$ cat config.mk
export PLATFORM = sky130hd
export DESIGN_NAME = button_conditioner_flat
export DESIGN_NICKNAME = d
export VERILOG_FILES = /design/src/rtl/button_conditioner_if.sv /design/src/rtl/button_conditioner.sv /design/src/flat_wrapper.sv
export SDC_FILE = /design/constraint.sdc
export NUM_CORES = 1
export LEC_CHECK = 0
export ABC_AREA = 1
export CORE_ASPECT_RATIO = 0.5
export CORE_MARGIN = 1
export CORE_UTILIZATION = 50
export CTS_CLUSTER_SIZE = 20
export DETAILED_ROUTE_END_ITERATION = 10
export GPL_TIMING_DRIVEN = 0
export PLACE_DENSITY = 0.67
export SLEW_MARGIN = 20
export SYNTH_ARGS = -nofsm -noshare
export SYNTH_HDL_FRONTEND = slang
export SYNTH_SLANG_ARGS = --single-unit
$ cat constraint.sdc
create_clock -name clk_50 -period 1.7 [get_ports clk_50]
set_input_delay 0.34 -clock clk_50 [delete_from_list [all_inputs] [get_ports clk_50]]
set_output_delay 0.34 -clock clk_50 [all_outputs]
set_load 0.1 [all_outputs]
$ cat src/rtl/button_conditioner_if.sv
`default_nettype none
// ============================================================================
//  Module      : button_conditioner_if
//  Description : Groups the raw push-button / pause-switch inputs, the game
//                tick and the sticky request outputs of button_conditioner.
//                master : drives raw inputs and game_tick, reads requests
//                slave  : reads raw inputs and game_tick, drives requests
//  Revision    : 1.0 - initial release
// ============================================================================
interface button_conditioner_if;
    logic button_down;
    logic button_rotate;
    logic button_left;
    logic button_right;
    logic sw_pause;
    logic game_tick;
    logic req_down;
    logic req_rotate;
    logic req_left;
    logic req_right;
    logic pause;

    modport master (
        output button_down, button_rotate, button_left, button_right,
        output sw_pause, game_tick,
        input  req_down, req_rotate, req_left, req_right, pause
    );

    modport slave (
        input  button_down, button_rotate, button_left, button_right,
        input  sw_pause, game_tick,
        output req_down, req_rotate, req_left, req_right, pause
    );
endinterface
`default_nettype wire

$ cat src/rtl/button_conditioner.sv
`default_nettype none
// ============================================================================
//  Module      : button_conditioner
//  Description : Synchronises, debounces and auto-repeats the four raw game
//                buttons and the pause switch, and holds each resulting move
//                event as a sticky request until the game tick consumes it.
//  Ports       : clk_50   - 50 MHz system clock
//                reset_n  - asynchronous active-low reset
//                bus      - slave side of button_conditioner_if
//                           (raw buttons, sw_pause, game_tick in;
//                            req_down/rotate/left/right, pause out)
//  Revision    : 1.0 - initial release
// ============================================================================
module button_conditioner #(
    parameter int         BTN_ACTIVE_LOW  = 1,
    parameter int         DEBOUNCE_CYCLES = 500000,
    parameter int         REPEAT_DELAY    = 15000000,
    parameter int         REPEAT_RATE     = 5000000,
    parameter logic [3:0] REPEAT_EN       = 4'b1011,
    parameter int         CNT_W           = 24
) (
    input  wire logic           clk_50,
    input  wire logic           reset_n,
    button_conditioner_if.slave bus
);
    // Input index map: 0 right, 1 left, 2 rotate, 3 down, 4 pause switch
    localparam int N_IN = 5;
    localparam logic [CNT_W-1:0] DEB_LAST  = CNT_W'(DEBOUNCE_CYCLES - 1);
    localparam logic [CNT_W-1:0] DLY_LAST  = CNT_W'(REPEAT_DELAY - 1);
    localparam logic [CNT_W-1:0] RATE_LAST = CNT_W'(REPEAT_RATE - 1);
    localparam logic [CNT_W-1:0] CNT_ONE   = CNT_W'(1);

    typedef enum logic [1:0] {
        ST_IDLE   = 2'd0,
        ST_DELAY  = 2'd1,
        ST_REPEAT = 2'd2
    } state_t;

    logic [N_IN-1:0] raw_norm;
    logic [N_IN-1:0] sync_1;
    logic [N_IN-1:0] sync_2;
    logic [N_IN-1:0] stable;
    logic [3:0]      event_btn;
    logic [3:0]      req;
    logic [3:0]      req_nx;
    logic [3:0]      req_keep;

    // Normalise polarity before synchronising so reset loads 0 = inactive
    always_comb begin
        raw_norm[4]   = bus.sw_pause;
        raw_norm[3:0] = {bus.button_down, bus.button_rotate,
                         bus.button_left, bus.button_right};
        if (BTN_ACTIVE_LOW != 0) begin
            raw_norm[3:0] = ~raw_norm[3:0];
        end
    end

    always_ff @(posedge clk_50 or negedge reset_n) begin
        if (!reset_n) begin
            sync_1 <= '0;
            sync_2 <= '0;
        end else begin
            sync_1 <= raw_norm;
            sync_2 <= sync_1;
        end
    end

    // A change is accepted only after DEBOUNCE_CYCLES consecutive differing samples
    generate
        for (genvar i = 0; i < N_IN; i++) begin : g_debounce
            logic [CNT_W-1:0] cnt;
            logic             stable_q;

            always_ff @(posedge clk_50 or negedge reset_n) begin
                if (!reset_n) begin
                    cnt      <= '0;
                    stable_q <= 1'b0;
                end else if (sync_2[i] == stable_q) begin
                    cnt <= '0;
                end else if (cnt == DEB_LAST) begin
                    stable_q <= sync_2[i];
                    cnt      <= '0;
                end else begin
                    cnt <= cnt + CNT_ONE;
                end
            end

            assign stable[i] = stable_q;
        end
    endgenerate

    // Per-button press / auto-repeat sequencer
    generate
        for (genvar i = 0; i < 4; i++) begin : g_repeat
            state_t           state;
            state_t           state_nx;
            logic [CNT_W-1:0] rcnt;
            logic [CNT_W-1:0] rcnt_nx;
            logic             ev;

            always_ff @(posedge clk_50 or negedge reset_n) begin
                if (!reset_n) begin
                    state <= ST_IDLE;
                    rcnt  <= '0;
                end else begin
                    state <= state_nx;
                    rcnt  <= rcnt_nx;
                end
            end

            always_comb begin
                state_nx = state;
                rcnt_nx  = rcnt;
                ev       = 1'b0;
                if (!stable[i]) begin
                    state_nx = ST_IDLE;
                    rcnt_nx  = '0;
                end else begin
                    case (state)
                        // Being in IDLE with stable high means it has just risen
                        ST_IDLE: begin
                            ev       = 1'b1;
                            state_nx = ST_DELAY;
                            rcnt_nx  = '0;
                        end
                        // Without repeat enabled the button parks here until release
                        ST_DELAY: begin
                            if (REPEAT_EN[i]) begin
                                if (rcnt == DLY_LAST) begin
                                    ev       = 1'b1;
                                    state_nx = ST_REPEAT;
                                    rcnt_nx  = '0;
                                end else begin
                                    rcnt_nx = rcnt + CNT_ONE;
                                end
                            end
                        end
                        ST_REPEAT: begin
                            if (rcnt == RATE_LAST) begin
                                ev      = 1'b1;
                                rcnt_nx = '0;
                            end else begin
                                rcnt_nx = rcnt + CNT_ONE;
                            end
                        end
                        default: begin
                            state_nx = ST_IDLE;
                            rcnt_nx  = '0;
                        end
                    endcase
                end
            end

            assign event_btn[i] = ev;
        end
    endgenerate

    // Sticky requests: an event beats the tick; left and right cancel each other
    always_comb begin
        req_keep = bus.game_tick ? 4'b0000 : req;
        req_nx   = req_keep | event_btn;
        if (event_btn[1]) begin
            req_nx[0] = 1'b0;
        end
        if (event_btn[0]) begin
            req_nx[1] = 1'b0;
        end
        if (stable[4]) begin
            req_nx = 4'b0000;
        end
    end

    always_ff @(posedge clk_50 or negedge reset_n) begin
        if (!reset_n) begin
            req <= 4'b0000;
        end else begin
            req <= req_nx;
        end
    end

    assign bus.req_right  = req[0];
    assign bus.req_left   = req[1];
    assign bus.req_rotate = req[2];
    assign bus.req_down   = req[3];
    assign bus.pause      = stable[4];

endmodule
`default_nettype wire
$ cat src/flat_wrapper.sv
// flat-port wrapper written by rule: the top's interface ports become plain ports
module button_conditioner_flat 
#(
    parameter int         BTN_ACTIVE_LOW  = 1,
    parameter int         DEBOUNCE_CYCLES = 500000,
    parameter int         REPEAT_DELAY    = 15000000,
    parameter int         REPEAT_RATE     = 5000000,
    parameter logic [3:0] REPEAT_EN       = 4'b1011,
    parameter int         CNT_W           = 24
)
  (clk_50, reset_n, bus_button_down, bus_button_rotate, bus_button_left, bus_button_right, bus_sw_pause, bus_game_tick, bus_req_down, bus_req_rotate, bus_req_left, bus_req_right, bus_pause);
  button_conditioner_if bus_i ();
  input  wire logic clk_50;
  input  wire logic reset_n;
  input wire logic [$bits(bus_i.button_down)-1:0] bus_button_down;
  input wire logic [$bits(bus_i.button_rotate)-1:0] bus_button_rotate;
  input wire logic [$bits(bus_i.button_left)-1:0] bus_button_left;
  input wire logic [$bits(bus_i.button_right)-1:0] bus_button_right;
  input wire logic [$bits(bus_i.sw_pause)-1:0] bus_sw_pause;
  input wire logic [$bits(bus_i.game_tick)-1:0] bus_game_tick;
  output wire logic [$bits(bus_i.req_down)-1:0] bus_req_down;
  output wire logic [$bits(bus_i.req_rotate)-1:0] bus_req_rotate;
  output wire logic [$bits(bus_i.req_left)-1:0] bus_req_left;
  output wire logic [$bits(bus_i.req_right)-1:0] bus_req_right;
  output wire logic [$bits(bus_i.pause)-1:0] bus_pause;
  assign bus_i.button_down = bus_button_down;
  assign bus_i.button_rotate = bus_button_rotate;
  assign bus_i.button_left = bus_button_left;
  assign bus_i.button_right = bus_button_right;
  assign bus_i.sw_pause = bus_sw_pause;
  assign bus_i.game_tick = bus_game_tick;
  assign bus_req_down = bus_i.req_down;
  assign bus_req_rotate = bus_i.req_rotate;
  assign bus_req_left = bus_i.req_left;
  assign bus_req_right = bus_i.req_right;
  assign bus_pause = bus_i.pause;
  button_conditioner #(.BTN_ACTIVE_LOW(BTN_ACTIVE_LOW), .DEBOUNCE_CYCLES(DEBOUNCE_CYCLES), .REPEAT_DELAY(REPEAT_DELAY), .REPEAT_RATE(REPEAT_RATE), .REPEAT_EN(REPEAT_EN), .CNT_W(CNT_W)) u_core (.clk_50(clk_50), .reset_n(reset_n), .bus(bus_i));
endmodule
* After elaboration in Yosys (flattened, before gate mapping)
Cells that the tools add are included.
W data, S select, Z words.
** Cells by class
- Muxes and demuxes :: 55
- Reductions and logical operators :: 13
- Bitwise gates (word level) :: 7
- Equal/unequal tests :: 33
- Add/subtract/negate cells :: 9
** Operator list (count)
- $mux W24 :: 21
- $add A24 B1 Y24 const B :: 9
- $pmux W24 S2 :: 4
- $eq A24 B19 Y1 const B :: 5
- $eq A24 B23 Y1 const B :: 4
- $eq A24 B24 Y1 const B :: 3
- $pmux W2 S3 :: 3
- $reduce_and A2 Y1 :: 8
- $mux W2 :: 7
- $mux W1 :: 13
- $ne A2 B2 Y1 const B :: 5
- $ne A3 B3 Y1 const B :: 3
- $pmux W1 S3 :: 3
- $eq A2 B1 Y1 const B :: 4
- $eq A2 B2 Y1 const B :: 4
- $logic_not A2 Y1 :: 4
- $mux W4 :: 2
- $eq A1 B1 Y1 :: 5
- $not A1 Y1 :: 5
- $not A4 Y4 :: 1
- $or A4 B4 Y4 :: 1
- $pmux W2 S2 :: 1
- $pmux W1 S2 :: 1
- $reduce_or A2 Y1 :: 1
** Word-level totals
- Output and inout port bits :: 5
- Flip-flop bits (word level) :: 243

* Depth between registers and ports, before layout
- Depth after elaboration :: 7
- Gate-level depth with buffers :: 12
- Mapped depth without buffers :: 12

* Least setup slack after synthesis
Ideal clock, no wire load.
- Path type :: reg2reg
- Start point :: register u_core.g_debounce[4].stable_q (netlist: u_core.bus.pause)
- End point :: register u_core.g_debounce[4].cnt[15]
- Slack :: -0.041 ns
- Stages on the path, launching flop included :: 7
- Library setup time :: 0.071 ns
- Required time :: 1.629 ns
- Data arrival time :: 1.670 ns
- Path buffers :: 1
- Cells stage by stage :: dfrtp_1 -> xor2_1 -> inv_1 -> nor2_1 -> buf_2 -> o21ai_0 -> nor2_1
** Between the ends
- Word-level cells in the longest chain between the ends :: 2
** RTL lines
- from (decl) :: RTL line button_conditioner.sv:72 : logic stable_q;
- from (signal assigned) :: RTL line button_conditioner.sv:81 : stable_q <= sync_2[i];
- $eq A1 B1 Y1 :: RTL line button_conditioner.sv:78 : end else if (sync_2[i] == stable_q) begin
- $mux W24 :: RTL line button_conditioner.sv:78
- to (signal assigned) :: RTL line button_conditioner.sv:84 : cnt <= cnt + CNT_ONE;
- to (decl) :: RTL line button_conditioner.sv:71 : logic [CNT_W-1:0] cnt;
Every way passes these cells.
A chain may end at the register's enable or synchronous reset.

* Worst setup path in the final report
- Start point :: register u_core.g_repeat[0].rcnt[1]
- End point :: register u_core.g_repeat[0].rcnt[4]
** Between the ends
- Word-level cells in the longest chain between the ends :: 4
- Elaborated cells between the ends (all ways) :: 7
** RTL lines
- from (decl) :: RTL line button_conditioner.sv:97 : logic [CNT_W-1:0] rcnt;
- from (signal assigned) :: RTL line button_conditioner.sv:107 : rcnt <= rcnt_nx;
- $add A24 B1 Y24, or another cell as far along :: RTL line button_conditioner.sv:134, button_conditioner.sv:143
- $mux W24 (on tied branches) :: RTL line button_conditioner.sv:139, button_conditioner.sv:129
- $pmux W24 S2 (*) :: RTL line button_conditioner.sv:119 : case (state)
- $mux W24 (*) :: RTL line button_conditioner.sv:115 : if (!stable[i]) begin
- named net u_core.g_repeat[0].rcnt_nx[4] :: RTL line button_conditioner.sv:98 : logic [CNT_W-1:0] rcnt_nx;
Mark *: on every way through the listed nets, which the timed path passes. The rest lies on a longest branch.

==> flow_summary.yaml <==
run_status:
  status: "finished, violations left"
  violations: "setup timing"
placement:
  routabilityCongestion: 0.891
  hpwlAfterDp_mm: 18.3
  post-place-ws_ns: -0.229
  port_buffers: 12
timing:
  tightest_slew_ns: 0.503
  final-hold-violation-count: 0
  grt_setup_unrepaired: "true"
  fmax_ghz: 0.573
  min_period_ns: 1.75
  clock_skew_ns: 0.0196
  worst_slack_ns: -0.0461
  slew_headroom_pct: 66.7
  final_max_slew_viol_count: 0
  setup_viol: 22
  fin_crit_sh_pct: 103
  holdWs_ns: 0.268
flow_run:
  cap_violations: 0
setup_path:
  startpoint_type: "flop"
  ff2ff_setup_slack_ns: -0.05
  crit_arrival_ns: 2.14
  end_kind: "flop"
  critPathKind: "reg2reg"
  worstPathMaxFanout: 7
  required_ns: 2.09
yosys:
  synth_fp_nets: 1619
  syn_area_per_cell_um2: 7.62
  synth_ff_type: "dfrtp_1"
  yosysSeqAreaShare_pct: 45.1
  synth_cell_types: 44
  synth.area.top_cells: "dfrtp_1, nor2_1, nand2_1, inv_1, xor2_1"
  synth_top_family_by_area: "simple AND/OR/NAND/NOR gates"
  synth_area_um2: 12100
  ys_seq_elements: 218
  yosys.area_share.simple_pct: 33.8
  netlist_top_cells_count: "nor2_1, nand2_1, dfrtp_1, inv_1, nand3_1"
  yosysWarnings: 0
  synth-compound-area-share_pct: 4.60
  synth_edf_count: 0
  syn_inst: 1588
  synth_top_area_share_pct: 45.1
  synth_most_common_cell: "nor2_1"
  synth_xor_xnor_area_share_pct: 6.58
  yosysTopAreaCell: "dfrtp_1"
  async_reset_ff_share_pct: 100
  synth-adder-area-share_pct: 2.38
  synthMuxAreaShare_pct: 0
finish:
  final_layout_size_suffix_gt1_share_pct: 17.7
  n_antenna_cell: 0
  syn_to_final_growth_pct: 20.1
  final_util_pct: 62.5
  nNetsFinal: 1724
detailed_routing:
  drtAntennaViolNets: 0
  drt-wirelength-per-cell_um: 13.7
  drc: 0
  finalWirelength_mm: 27.6
  via_count: 10449
  drtPass1Iterations: 5
  vias_per_cell: 5.19
  drtIter0Drc: 716
power:
  power_switching_uw: 2250
  finalPower_uw: 10100
  combPwrFrac_pct: 3.0
  p_leak_uw: 0.00629
  cellPowerDensity_nw_per_um2: 697
  p_clk_share_pct: 45.1
  p_int_uw: 7880
  seqPwrFrac_pct: 51.9
  ir_drop_mv: 0.634
  p_sw_share_pct: 22.2
floorplanning:
  start_util_pct: 52.0
  io_pins: 13
  die_w_um: 222
  coreArea_um2: 23300
  dieArea_um2: 24900
  std_cell_rows: 39
  die_y_um: 112
worst_hold_path:
  hp-class: "in2reg"
clock_tree:
  cts-root-buf: "clkbuf_16"
  clock_sinks: 218
  numCtsBuffers: 21
  h-tree-depth: 1
  worstSkewPairLatency_ns: 0.52
  clockBufferDepth: 3
  cts.clk_slew.worst_paths_ns: 0.06
  cts_tree: "done"
grt:
  grt_antenna_before_repair: 0
  grt_max_degree: 101
  top_usage_layer: "met2"
  gr-total-overflow: 0
  grt_usage_pct: 21.6
  grt_pass1_vias: 10082
  gr-usage-met1_pct: 28.6
  grt_pass1_wl_mm: 45.5
  grtUsageMet3_pct: 3.66
  grt_util_met2_pct: 37.3
worst max-delay path, stage by stage (launching register included):
cell and delay (ns):
dfrtp_1 0.41, ha_4 0.17, nand3_4 0.12, inv_2 0.11, nand2_2 0.07, nor2_4 0.14, nand2_1 0.08, nand2_2 0.09
o21ai_4 0.07, nand2_4 0.15, clkbuf_16 0.19, nor2_2 0.03
cells in the final DEF (no fill, tap or decap), drive strengths merged, types with 2 or more instances in the layout:
cell type	n
nand4	46
and2	2
xnor2	18
dfrtp	218
nand3b	3
buf	80
or2	5
nand2	303
nor3b	10
clkbuf	37
nor2	361
clkdlybuf4s50	6
clkinv	3
nor3	76
a21oi	37
o211a	4
ha	23
a31oi	9
xor2	73
nand3	113
o21bai	2
nor4	5
o21ai	43
inv	220
final cells by class:
cell class	instances	area, µm²
fillers	2006	8740
inverters	219	825
multi-input cells	1139	6320
repair buffers	81	762
flip-flops and latches	218	5470
well taps	307	384
clock inverters	5	53.8
plain buffers	13	130
clock buffers	30	589
per-stage QoR:
step | setup TNS (ns) | std cells | cell area [µm²]
CTS | 0 | 1950 | 13500
floorplan | 0 | 1588 | 12100
global placement | -1940.39 | 1907 | 12600
global route | -6.38 | 2012 | 14500
finish | -0.544 | 2012 | 14500
detailed placement | -11.97 | 1909 | 12700
per-layer routing:
layer / routed length (µm) / vias to the layer above
met5: 0 / -
met4: 539 / 0
met3: 1030 / 54
met2: 12800 / 173
met1: 13200 / 4968
li1: - / 5254
flip-flops by register name (all words and copies together), names as in the netlist:
signal / flops
u_core.g_debounce.cnt: 120
u_core.g_repeat.rcnt: 72
u_core.g_repeat.state: 7
u_core.sync_1: 5
u_core.sync_2: 5
u_core.g_debounce.stable_q: 4
u_core.req: 4
u_core.bus.pause: 1
path summary, 6_finish.rpt:
path	endpoint	depth (start not counted)	from
worst max register to register	u_core.g_repeat[0].rcnt[4]$_DFF_PN0_	11	u_core.g_repeat[0].rcnt[1]$_DFF_PN0_
min in group asynchronous	u_core.g_debounce[2].cnt[8]$_DFF_PN0_	2	reset_n
max in group asynchronous	u_core.g_repeat[3].rcnt[15]$_DFF_PN0_	4	reset_n
worst max-delay path	u_core.g_repeat[0].rcnt[4]$_DFF_PN0_	11	u_core.g_repeat[0].rcnt[1]$_DFF_PN0_
worst min-delay path	u_core.sync_1[4]$_DFF_PN0_	1	bus_sw_pause
worst min register to register	u_core.sync_2[2]$_DFF_PN0_	0	u_core.sync_1[2]$_DFF_PN0_
repair_timing:
item                                    CTS  global route
cloned                                    0             8
setup buffers                             5            54
resized for setup                        55           174
pin swaps                                 6            37
hold endpoints to repair                 54             0
hold buffers                              1             0
endpoints found under the setup margin  135           206
kinds of logic (layout without fill, tap and decap cells):
family,after synthesis,count (layout)
flops,218,218
fa+ha+maj,23,23
simple gates,924,925
buf+inv,232,348
xor+xnor,91,91
compound gates,100,100
power groups by stage:
stage	clock [µW]	combinational (µW)	sequential, µW
final	4570	306	5260
after global routing	4910	356	5260
after CTS	4710	290	5250
after detailed placement	0	279	5350
after global placement	0	255	5360
after floorplan	0	107	5350
No activity file was read; power rests on OpenSTA's default activity.
